==> src/rtl/imem_loader_if.sv <==
// imem_loader_if: stream, instruction-memory write port and status signals
// of the boot/reload loader. The loader connects through the slave modport;
// the program source / system top connects through the master modport.
interface imem_loader_if;
    logic        start_ldr_i;
    logic [15:0] len_ldr_i;
    logic        data_valid_ldr_i;
    logic [31:0] data_ldr_i;
    logic        data_ready_ldr_o;
    logic        wr_en_imem_ldr_o;
    logic [31:0] wr_addr_imem_ldr_o;
    logic [31:0] wr_instr_imem_ldr_o;
    logic        core_reset_ldr_o;
    logic        busy_ldr_o;
    logic        done_ldr_o;
    logic        err_ldr_o;
    logic [15:0] word_cnt_ldr_o;

    modport master (
        output start_ldr_i, len_ldr_i, data_valid_ldr_i, data_ldr_i,
        input  data_ready_ldr_o, wr_en_imem_ldr_o, wr_addr_imem_ldr_o,
               wr_instr_imem_ldr_o, core_reset_ldr_o, busy_ldr_o,
               done_ldr_o, err_ldr_o, word_cnt_ldr_o
    );

    modport slave (
        input  start_ldr_i, len_ldr_i, data_valid_ldr_i, data_ldr_i,
        output data_ready_ldr_o, wr_en_imem_ldr_o, wr_addr_imem_ldr_o,
               wr_instr_imem_ldr_o, core_reset_ldr_o, busy_ldr_o,
               done_ldr_o, err_ldr_o, word_cnt_ldr_o
    );
endinterface

==> src/rtl/imem_loader.sv <==
// imem_loader: boot/reload controller for the pipelined MIPS core.
// Streams instruction words into instr_mem, holds the core in reset while
// loading and for RST_HOLD cycles after the last write, then releases it.
// Optional macro LDR_TIMEOUT_EN: abort a stalled load after TIMEOUT_CYCLES
// beat-free cycles (sets err, returns to IDLE with the core still in reset).
module imem_loader #(
    parameter logic [31:0] IMEM_BASE      = 32'h0000_0000,
    parameter int          MAX_WORDS      = 1024,
    parameter int          RST_HOLD       = 4,
    parameter int          TIMEOUT_CYCLES = 256
) (
    input  logic         clk,
    input  logic         reset,
    imem_loader_if.slave bus
);

    typedef enum logic [1:0] {
        ST_IDLE = 2'd0,
        ST_LOAD = 2'd1,
        ST_HOLD = 2'd2,
        ST_RUN  = 2'd3
    } state_t;

    localparam int                  HOLD_W    = (RST_HOLD > 1) ? $clog2(RST_HOLD) : 1;
    localparam logic [HOLD_W-1:0]   HOLD_LAST = HOLD_W'(RST_HOLD - 1);
    localparam logic [HOLD_W-1:0]   HOLD_ONE  = HOLD_W'(1);
    localparam logic [16:0]         MAX_LEN   = 17'(MAX_WORDS);

    state_t            r_state;
    state_t            w_next_state;
    logic [15:0]       r_len;
    logic [15:0]       r_word_cnt;
    logic [HOLD_W-1:0] r_hold_cnt;
    logic              r_wr_en;
    logic [31:0]       r_wr_addr;
    logic [31:0]       r_wr_instr;
    logic              r_core_reset;
    logic              r_busy;
    logic              r_done;
    logic              r_err;

    logic              w_ready;
    logic              w_beat;
    logic              w_last_beat;
    logic              w_len_legal;
    logic              w_load_start;
    logic              w_err_set;
    logic              w_timeout;

    assign w_ready     = (r_state == ST_LOAD);
    assign w_beat      = bus.data_valid_ldr_i && w_ready;
    assign w_last_beat = w_beat && ((r_word_cnt + 16'd1) == r_len);
    assign w_len_legal = (bus.len_ldr_i != 16'd0) && ({1'b0, bus.len_ldr_i} <= MAX_LEN);

`ifdef LDR_TIMEOUT_EN
    localparam int               TO_W    = $clog2(TIMEOUT_CYCLES + 1);
    localparam logic [TO_W-1:0]  TO_LAST = TO_W'(TIMEOUT_CYCLES - 1);
    localparam logic [TO_W-1:0]  TO_ONE  = TO_W'(1);

    logic [TO_W-1:0] r_idle_cnt;

    assign w_timeout = w_ready && !w_beat && (r_idle_cnt == TO_LAST);

    // Count consecutive beat-free LOAD cycles; any beat or other state restarts it.
    always_ff @(posedge clk or posedge reset) begin
        if (reset) begin
            r_idle_cnt <= '0;
        end else if (!w_ready || w_beat) begin
            r_idle_cnt <= '0;
        end else begin
            r_idle_cnt <= r_idle_cnt + TO_ONE;
        end
    end
`else
    // Timeout disabled: LOAD waits for the stream indefinitely.
    assign w_timeout = 1'b0 && (TIMEOUT_CYCLES > 0);
`endif

    // State register.
    always_ff @(posedge clk or posedge reset) begin
        if (reset) begin
            r_state <= ST_IDLE;
        end else begin
            r_state <= w_next_state;
        end
    end

    // Next-state decode plus start-acceptance and error-set strobes.
    always_comb begin
        w_next_state = r_state;
        w_load_start = 1'b0;
        w_err_set    = 1'b0;
        case (r_state)
            ST_IDLE, ST_RUN: begin
                if (bus.start_ldr_i) begin
                    if (w_len_legal) begin
                        w_next_state = ST_LOAD;
                        w_load_start = 1'b1;
                    end else begin
                        w_err_set = 1'b1;
                    end
                end else begin
                    w_next_state = r_state;
                end
            end
            ST_LOAD: begin
                if (w_last_beat) begin
                    w_next_state = ST_HOLD;
                end else if (w_timeout) begin
                    w_next_state = ST_IDLE;
                    w_err_set    = 1'b1;
                end else begin
                    w_next_state = ST_LOAD;
                end
            end
            ST_HOLD: begin
                if (r_hold_cnt == HOLD_LAST) begin
                    w_next_state = ST_RUN;
                end else begin
                    w_next_state = ST_HOLD;
                end
            end
            default: begin
                w_next_state = ST_IDLE;
            end
        endcase
    end

    // Write port: one-cycle-late copy of each accepted beat; address and data hold between writes.
    always_ff @(posedge clk or posedge reset) begin
        if (reset) begin
            r_wr_en    <= 1'b0;
            r_wr_addr  <= IMEM_BASE;
            r_wr_instr <= 32'h0000_0000;
        end else begin
            r_wr_en <= w_beat;
            if (w_beat) begin
                r_wr_addr  <= IMEM_BASE + {14'd0, r_word_cnt, 2'b00};
                r_wr_instr <= bus.data_ldr_i;
            end else begin
                r_wr_addr  <= r_wr_addr;
                r_wr_instr <= r_wr_instr;
            end
        end
    end

    // Load bookkeeping: latched length, accepted-word count, sticky error.
    always_ff @(posedge clk or posedge reset) begin
        if (reset) begin
            r_len      <= 16'd0;
            r_word_cnt <= 16'd0;
            r_err      <= 1'b0;
        end else begin
            if (w_load_start) begin
                r_len      <= bus.len_ldr_i;
                r_word_cnt <= 16'd0;
            end else if (w_beat) begin
                r_word_cnt <= r_word_cnt + 16'd1;
            end else begin
                r_word_cnt <= r_word_cnt;
            end
            if (w_err_set) begin
                r_err <= 1'b1;
            end else if (w_load_start) begin
                r_err <= 1'b0;
            end else begin
                r_err <= r_err;
            end
        end
    end

    // Hold interval counter: zero outside HOLD, counts cycles spent in HOLD.
    always_ff @(posedge clk or posedge reset) begin
        if (reset) begin
            r_hold_cnt <= '0;
        end else if (r_state == ST_HOLD) begin
            r_hold_cnt <= r_hold_cnt + HOLD_ONE;
        end else begin
            r_hold_cnt <= '0;
        end
    end

    // Status outputs registered from the next state so they change with the state itself.
    always_ff @(posedge clk or posedge reset) begin
        if (reset) begin
            r_core_reset <= 1'b1;
            r_busy       <= 1'b0;
            r_done       <= 1'b0;
        end else begin
            r_core_reset <= (w_next_state != ST_RUN);
            r_busy       <= (w_next_state == ST_LOAD) || (w_next_state == ST_HOLD);
            r_done       <= (r_state == ST_HOLD) && (w_next_state == ST_RUN);
        end
    end

    assign bus.data_ready_ldr_o    = w_ready;
    assign bus.wr_en_imem_ldr_o    = r_wr_en;
    assign bus.wr_addr_imem_ldr_o  = r_wr_addr;
    assign bus.wr_instr_imem_ldr_o = r_wr_instr;
    assign bus.core_reset_ldr_o    = r_core_reset;
    assign bus.busy_ldr_o          = r_busy;
    assign bus.done_ldr_o          = r_done;
    assign bus.err_ldr_o           = r_err;
    assign bus.word_cnt_ldr_o      = r_word_cnt;

endmodule

==> src/flat_wrapper.sv <==
// flat-port wrapper written by rule: the top's interface ports become plain ports
module imem_loader_flat 
#(
    parameter logic [31:0] IMEM_BASE      = 32'h0000_0000,
    parameter int          MAX_WORDS      = 1024,
    parameter int          RST_HOLD       = 4,
    parameter int          TIMEOUT_CYCLES = 256
)
  (clk, reset, bus_start_ldr_i, bus_len_ldr_i, bus_data_valid_ldr_i, bus_data_ldr_i, bus_data_ready_ldr_o, bus_wr_en_imem_ldr_o, bus_wr_addr_imem_ldr_o, bus_wr_instr_imem_ldr_o, bus_core_reset_ldr_o, bus_busy_ldr_o, bus_done_ldr_o, bus_err_ldr_o, bus_word_cnt_ldr_o);
  imem_loader_if bus_i ();
  input  logic clk;
  input  logic reset;
  input wire logic [$bits(bus_i.start_ldr_i)-1:0] bus_start_ldr_i;
  input wire logic [$bits(bus_i.len_ldr_i)-1:0] bus_len_ldr_i;
  input wire logic [$bits(bus_i.data_valid_ldr_i)-1:0] bus_data_valid_ldr_i;
  input wire logic [$bits(bus_i.data_ldr_i)-1:0] bus_data_ldr_i;
  output wire logic [$bits(bus_i.data_ready_ldr_o)-1:0] bus_data_ready_ldr_o;
  output wire logic [$bits(bus_i.wr_en_imem_ldr_o)-1:0] bus_wr_en_imem_ldr_o;
  output wire logic [$bits(bus_i.wr_addr_imem_ldr_o)-1:0] bus_wr_addr_imem_ldr_o;
  output wire logic [$bits(bus_i.wr_instr_imem_ldr_o)-1:0] bus_wr_instr_imem_ldr_o;
  output wire logic [$bits(bus_i.core_reset_ldr_o)-1:0] bus_core_reset_ldr_o;
  output wire logic [$bits(bus_i.busy_ldr_o)-1:0] bus_busy_ldr_o;
  output wire logic [$bits(bus_i.done_ldr_o)-1:0] bus_done_ldr_o;
  output wire logic [$bits(bus_i.err_ldr_o)-1:0] bus_err_ldr_o;
  output wire logic [$bits(bus_i.word_cnt_ldr_o)-1:0] bus_word_cnt_ldr_o;
  assign bus_i.start_ldr_i = bus_start_ldr_i;
  assign bus_i.len_ldr_i = bus_len_ldr_i;
  assign bus_i.data_valid_ldr_i = bus_data_valid_ldr_i;
  assign bus_i.data_ldr_i = bus_data_ldr_i;
  assign bus_data_ready_ldr_o = bus_i.data_ready_ldr_o;
  assign bus_wr_en_imem_ldr_o = bus_i.wr_en_imem_ldr_o;
  assign bus_wr_addr_imem_ldr_o = bus_i.wr_addr_imem_ldr_o;
  assign bus_wr_instr_imem_ldr_o = bus_i.wr_instr_imem_ldr_o;
  assign bus_core_reset_ldr_o = bus_i.core_reset_ldr_o;
  assign bus_busy_ldr_o = bus_i.busy_ldr_o;
  assign bus_done_ldr_o = bus_i.done_ldr_o;
  assign bus_err_ldr_o = bus_i.err_ldr_o;
  assign bus_word_cnt_ldr_o = bus_i.word_cnt_ldr_o;
  imem_loader #(.IMEM_BASE(IMEM_BASE), .MAX_WORDS(MAX_WORDS), .RST_HOLD(RST_HOLD), .TIMEOUT_CYCLES(TIMEOUT_CYCLES)) u_core (.clk(clk), .reset(reset), .bus(bus_i));
endmodule
==> config.mk <==
export PLATFORM = sky130hd
export DESIGN_NAME = imem_loader_flat
export DESIGN_NICKNAME = d
export VERILOG_FILES = /design/src/rtl/imem_loader_if.sv /design/src/rtl/imem_loader.sv /design/src/flat_wrapper.sv
export SDC_FILE = /design/constraint.sdc
export NUM_CORES = 1
export LEC_CHECK = 0
export CORE_ASPECT_RATIO = 1.2
export CORE_MARGIN = 2
export CORE_UTILIZATION = 34
export DETAILED_ROUTE_END_ITERATION = 12
export PLACE_DENSITY = 0.7
export SYNTH_ARGS = -nofsm -noshare
export SYNTH_HDL_FRONTEND = slang
export SYNTH_SLANG_ARGS = --single-unit
==> constraint.sdc <==
create_clock -name clk -period 3.31 [get_ports clk]
set_input_delay 0.662 -clock clk [delete_from_list [all_inputs] [get_ports clk]]
set_output_delay 0.662 -clock clk [all_outputs]
set_load 0.005 [all_outputs]
Word-level counts from Yosys, hierarchy flattened:

Index checks and enable logic that the tools add are counted.

* register bits after elaboration: 89
* input bits: 52
* output and inout bits: 86
* logic and storage cells: 49

* add/subtract/negate cells: 2
* magnitude comparators: 1
* eq/ne operators: 9
* mux-type cells: 16
* reduce and logical (&&, ||, !) cells: 10

Operators with widths (count)
* $mux 16: 2
* $add 16x1->16 const B: 1
* $eq 16x16->1: 1
* $le 16x11->1 const B: 1
* $reduce_bool 16->1: 1
* $eq 2x2->1 const B: 5
* $mux 1: 9
* $mux 2: 4
* $pmux 2 s3: 1
* $eq 2x1->1 const B: 2
* $logic_and 1x1->1: 4
* $reduce_bool 2->1: 2
* $add 2x1->2 const B: 1
* $logic_not 2->1: 1
* $ne 2x2->1 const B: 1
* $reduce_or 2->1: 1
* $logic_or 1x1->1: 1

Longest topological paths before layout:

* depth after elaboration: 7
* depth in mapped cells: 11
* mapped depth without buffers: 11

Worst setup path after synthesis:

OpenSTA, ideal clock, no wires.

* kind: register -> register
* start: reg u_core.r_word_cnt[0], in the netlist u_core.bus.word_cnt_ldr_o[0]
* end: reg u_core.r_busy, in the netlist u_core.bus.busy_ldr_o
* setup time: 0.126 ns
* data arrival time: 2.120 ns
* required time: 3.184 ns
* path slack: 1.064 ns
* cell stages (with the launch flop): 8
* buffers on the path: 0
* period minus slack after synthesis: 2.246 ns
* path through: dfrtp_1 ha_1 and4_1 and4b_1 o311a_1 o2111a_1 a21o_1 ha_1

* word-level cells in the longest chain between the ends: 7
* elaborated cells between the ends (all ways): 8
* those cells by class: 1 x add/sub; 3 x eq/ne; 2 x mux; 2 x reduce/logical

RTL lines
* from (decl): RTL line imem_loader.sv:32 `logic [15:0] r_word_cnt;`
* from (signal assigned): RTL line imem_loader.sv:158 `r_word_cnt <= r_word_cnt + 16'd1;`
* from (signal assigned): RTL line imem_loader.sv:160 `r_word_cnt <= r_word_cnt;`
* $add 16x1->16 (*): RTL line imem_loader.sv:52 `assign w_last_beat = w_beat && ((r_word_cnt + 16'd1) == r_len);`
* $eq 16x16->1 (*): RTL line imem_loader.sv:52
* $logic_and 1x1->1 (*): RTL line imem_loader.sv:52
* $mux 2 (*): RTL line imem_loader.sv:107 `if (w_last_beat) begin`
* $pmux 2 s3 (*): RTL line imem_loader.sv:93 `case (r_state)`
* net u_core.w_next_state[1]: RTL line imem_loader.sv:30 `state_t w_next_state;`
* $eq 2x1->1 / $eq 2x2->1 (equally long branches): RTL line imem_loader.sv:191 `r_busy <= (w_next_state == ST_LOAD) || (w_next_state == ST_HOLD);`
* $logic_or 1x1->1 (*): RTL line imem_loader.sv:191
* to (signal assigned): RTL line imem_loader.sv:191
* to (decl): RTL line imem_loader.sv:38 `logic r_busy;`

Mark *: on every way through the listed nets, which the timed path passes. The rest lies on a longest branch.
A chain may end at the register's enable or synchronous reset.

Final worst setup path:

* start: reg u_core.r_word_cnt[0], in the netlist u_core.bus.word_cnt_ldr_o[0]
* end: reg u_core.r_done, in the netlist u_core.bus.done_ldr_o

* word-level cells in the longest chain between the ends: 7

RTL lines
* $add 16x1->16: RTL line imem_loader.sv:52
* $eq 16x16->1: RTL line imem_loader.sv:52
* $logic_and 1x1->1: RTL line imem_loader.sv:52
* $mux 2: RTL line imem_loader.sv:107
* $pmux 2 s3: RTL line imem_loader.sv:93
* net u_core.w_next_state[0]: RTL line imem_loader.sv:30
* $eq 2x2->1: RTL line imem_loader.sv:192 `r_done <= (r_state == ST_HOLD) && (w_next_state == ST_RUN);`
* $logic_and 1x1->1: RTL line imem_loader.sv:192
* to (signal assigned): RTL line imem_loader.sv:192
* to (decl): RTL line imem_loader.sv:39 `logic r_done;`

The timed path passes the listed nets, and every way through them passes these cells.

==> qor.yml <==
synthesis:
  yosysSeqAreaShare_pct: 53.7
  synth_enable_flop_cells: 0
  syn_inst: 435
  synthXorXnorAreaFrac_pct: 7.81
  synth_top_cell_by_area: "dfrtp_1"
  yosys.area_share.simple_pct: 23.0
  synth-seq-cells: 89
  muxShareOfSynthArea_pct: 3.86
  synthTopCellsByArea: "dfrtp_1, nand2_1, xnor2_1"
  syn_avg_cell_area_um2: 9.54
  synth_area_um2: 4150
  yosysWarningCount: 0
  synth_top_cell_area_share_pct: 53.1
  synth_cell_types: 42
  synth-compound-area-share_pct: 3.32
  synthFlopType: "dfrtp_1"
  synth_top_family_by_area: "simple AND/OR/NAND/NOR gates"
  synth_fa_ha_area_share_pct: 1.51
  synthArstFlopShare_pct: 100
worst_setup_path:
  worstSetupPathType: "reg -> reg"
  end_kind: "flop"
  cp_max_fo: 7
  crit_arrival_ns: 2.90
  required_ns: 3.53
  startpoint_type: "flop"
detailed_routing:
  wl_mm: 9.67
  drt-pass1-iter-count: 4
  first_iter_violations: 143
  via_count: 3250
  drc: 0
  viasPerCell: 4.55
  drtAntennaViolNets: 0
  wire_per_inst_um: 13.5
floorplanning:
  rows: 44
  die_height_um: 125
  die_x_um: 105
  fp.coreArea_um2: 12000
  initial_utilization_pct: 34.6
  die_area_um2: 13100
  ios: 138
cells_and_area:
  area_growth_pct: 37.2
  diodes: 0
  final_area_um2: 5690
  fin_cells: 715
  drive_above_1_share_pct: 6.32
  finalNetCount: 607
clock_network:
  cts_buffers: 9
  cts_tree: "built"
  insertion_delay_ns: 0.33
  cts_resized: 0
  clock-sinks: 89
  postCtsSetupBuffers: 0
  cts_max_level: 3
  clock_path_buffers: 2
  holdBufCountCts: 0
  clk_pin_slew_ns: 0.06
  root_buffer: "clkbuf_16"
placement:
  place_area_um2: 5430
  io_buffer_count: 121
  dp_hpwl_mm: 7.20
  dpl.cell_count: 700
  gp_congestion: 0.803
timing:
  finalClockSkew_ns: 0.00382
  finalSetupTns_ns: 0
  setup_viol: 0
  min_period_over_period_pct: 81.1
  period_needed_ns: 2.68
  max_freq_mhz: 373
  slew_violations: 0
  slew_headroom_pct: 48.8
  tightest_slew_ns: 0.767
  rsz0062_at_grt: "false"
  hold_viol: 0
grt:
  grt_usage_pct: 15.3
  overflow: 0
  antenna_found_initial: 0
  grt_pass1_wl_mm: 16.1
  grt_max_degree: 47
  grt_pass1_vias: 3213
outcome:
  outcome: "complete, no violations"
power:
  vdd_drop_max_mv: 0.257
  p_leak_uw: 0.00267
  powerDensity_nw_per_um2: 644
  power_uw: 3670
hold_path:
  hp-class: "reg -> reg"
run:
  drv_cap: 0
## synthesized netlist by cell type (all sizes together), types with 2 or more instances
| cell | instances |
|---|---|
| nor3 | 6 |
| a211o | 2 |
| a21oi | 5 |
| clkbuf | 7 |
| mux2 | 11 |
| nor4 | 5 |
| nand3 | 7 |
| xnor2 | 25 |
| ha | 5 |
| a31oi | 2 |
| nand2 | 151 |
| o21ai | 6 |
| and3 | 5 |
| nand4 | 7 |
| and2 | 3 |
| dfrtp | 88 |
| buf | 30 |
| and4b | 2 |
| inv | 8 |
| xor2 | 12 |
| nor2b | 5 |
| nor2 | 28 |
| and4 | 2 |
## sequential cells by signal, summed over array words and instances, names as in the netlist, 2 cells and up
name / count
u_core.r_state: 2
u_core.bus.word_cnt_ldr_o: 16
u_core.bus.wr_instr_imem_ldr_o: 32
u_core.r_hold_cnt: 2
u_core.r_len: 16
u_core.bus.wr_addr_imem_ldr_o: 16
## power by group
part	leakage (uW)	internal, uW	switching, uW
Combinational	0.00139	684	515
Sequential	0.00115	1340	207
Clock	0.000128	523	396
Total	0.00267	2550	1120
## worst max-delay path: stages (launching register included)
cell	delay, ns
dfrtp_1	0.51
ha_1	0.34
nand4_1	0.28
nor4_1	0.43
xnor2_1	0.12
nor3_1	0.22
o2111a_1	0.24
a21oi_1	0.11
ha_1	0.20
inv_1	0.07
nor2_1	0.05
## metrics by stage
stage	worst slack (ns)	hold WS, ns	utilization, %
after floorplan	0.343	0.403	-
after global placement	0.509	0.419	45.2
after detailed placement	0.503	0.438	45.2
after CTS	0.698	0.448	47.4
after global routing	0.379	0.467	47.4
final	0.627	0.443	47.4
## layout by cell type (no fill, tap or decap), types with 6 or more instances in the layout
cell type,n
nor2_1,28
clkbuf_16,9
dfrtp_1,88
nor3_1,6
xor2_1,12
nand3_1,7
nand2_1,150
conb_1,16
inv_1,7
mux2_4,7
clkdlybuf4s50_1,121
nand4_1,7
xnor2_1,25
o21ai_0,6
## kinds of logic (layout without fill, tap and decap cells)
logic type / Yosys count / count (layout)
other: 1 / 16
xor gates and xnor gates: 37 / 37
adders and majority gates: 5 / 5
muxes: 12 / 12
and+or+nand+nor: 224 / 224
DFF: 89 / 89
AOI/OAI and AO/OA: 21 / 21
buffers and inverters: 46 / 150
## metal layers
| layer | wire length [um] | share of wire [%] | GRT usage (%) | up-vias |
|---|---|---|---|---|
| met2 | 4820 | 50 | 25.7 | 100 |
| li1 | - | - | - | 1597 |
| met3 | 498 | 5.1 | 3.44 | 6 |
| met1 | 4260 | 44 | 19.4 | 1547 |
| met5 | 0 | 0 | 0 | - |
| met4 | 89 | 0.92 | 5.10 | 0 |
## path summary, 6_finish.rpt
kind / from / to / slack (ns) / depth (start not counted)
min in group asynchronous: reset / u_core.bus.wr_instr_imem_ldr_o[7] / 0.78 / 2
max: u_core.bus.word_cnt_ldr_o[0] / u_core.bus.done_ldr_o / 0.63 / 10
max reg2reg: u_core.bus.word_cnt_ldr_o[0] / u_core.bus.done_ldr_o / 0.63 / 10
min reg2reg: u_core.r_hold_cnt[0] / u_core.r_hold_cnt[0] / 0.44 / 1
min: u_core.r_hold_cnt[0] / u_core.r_hold_cnt[0] / 0.44 / 1
max in group asynchronous: reset / u_core.bus.core_reset_ldr_o / 1.79 / 3
## final cells by class
class / count / area (um^2)
clock buffers: 12 / 246
clock inverters: 3 / 17.5
fillers: 1166 / 6310
inverters: 9 / 35.0
multi-input cells: 315 / 1700
flip-flops and latches: 89 / 2230
well taps: 161 / 201
repair buffers: 126 / 1260
(Power assumes the default switching activity.)
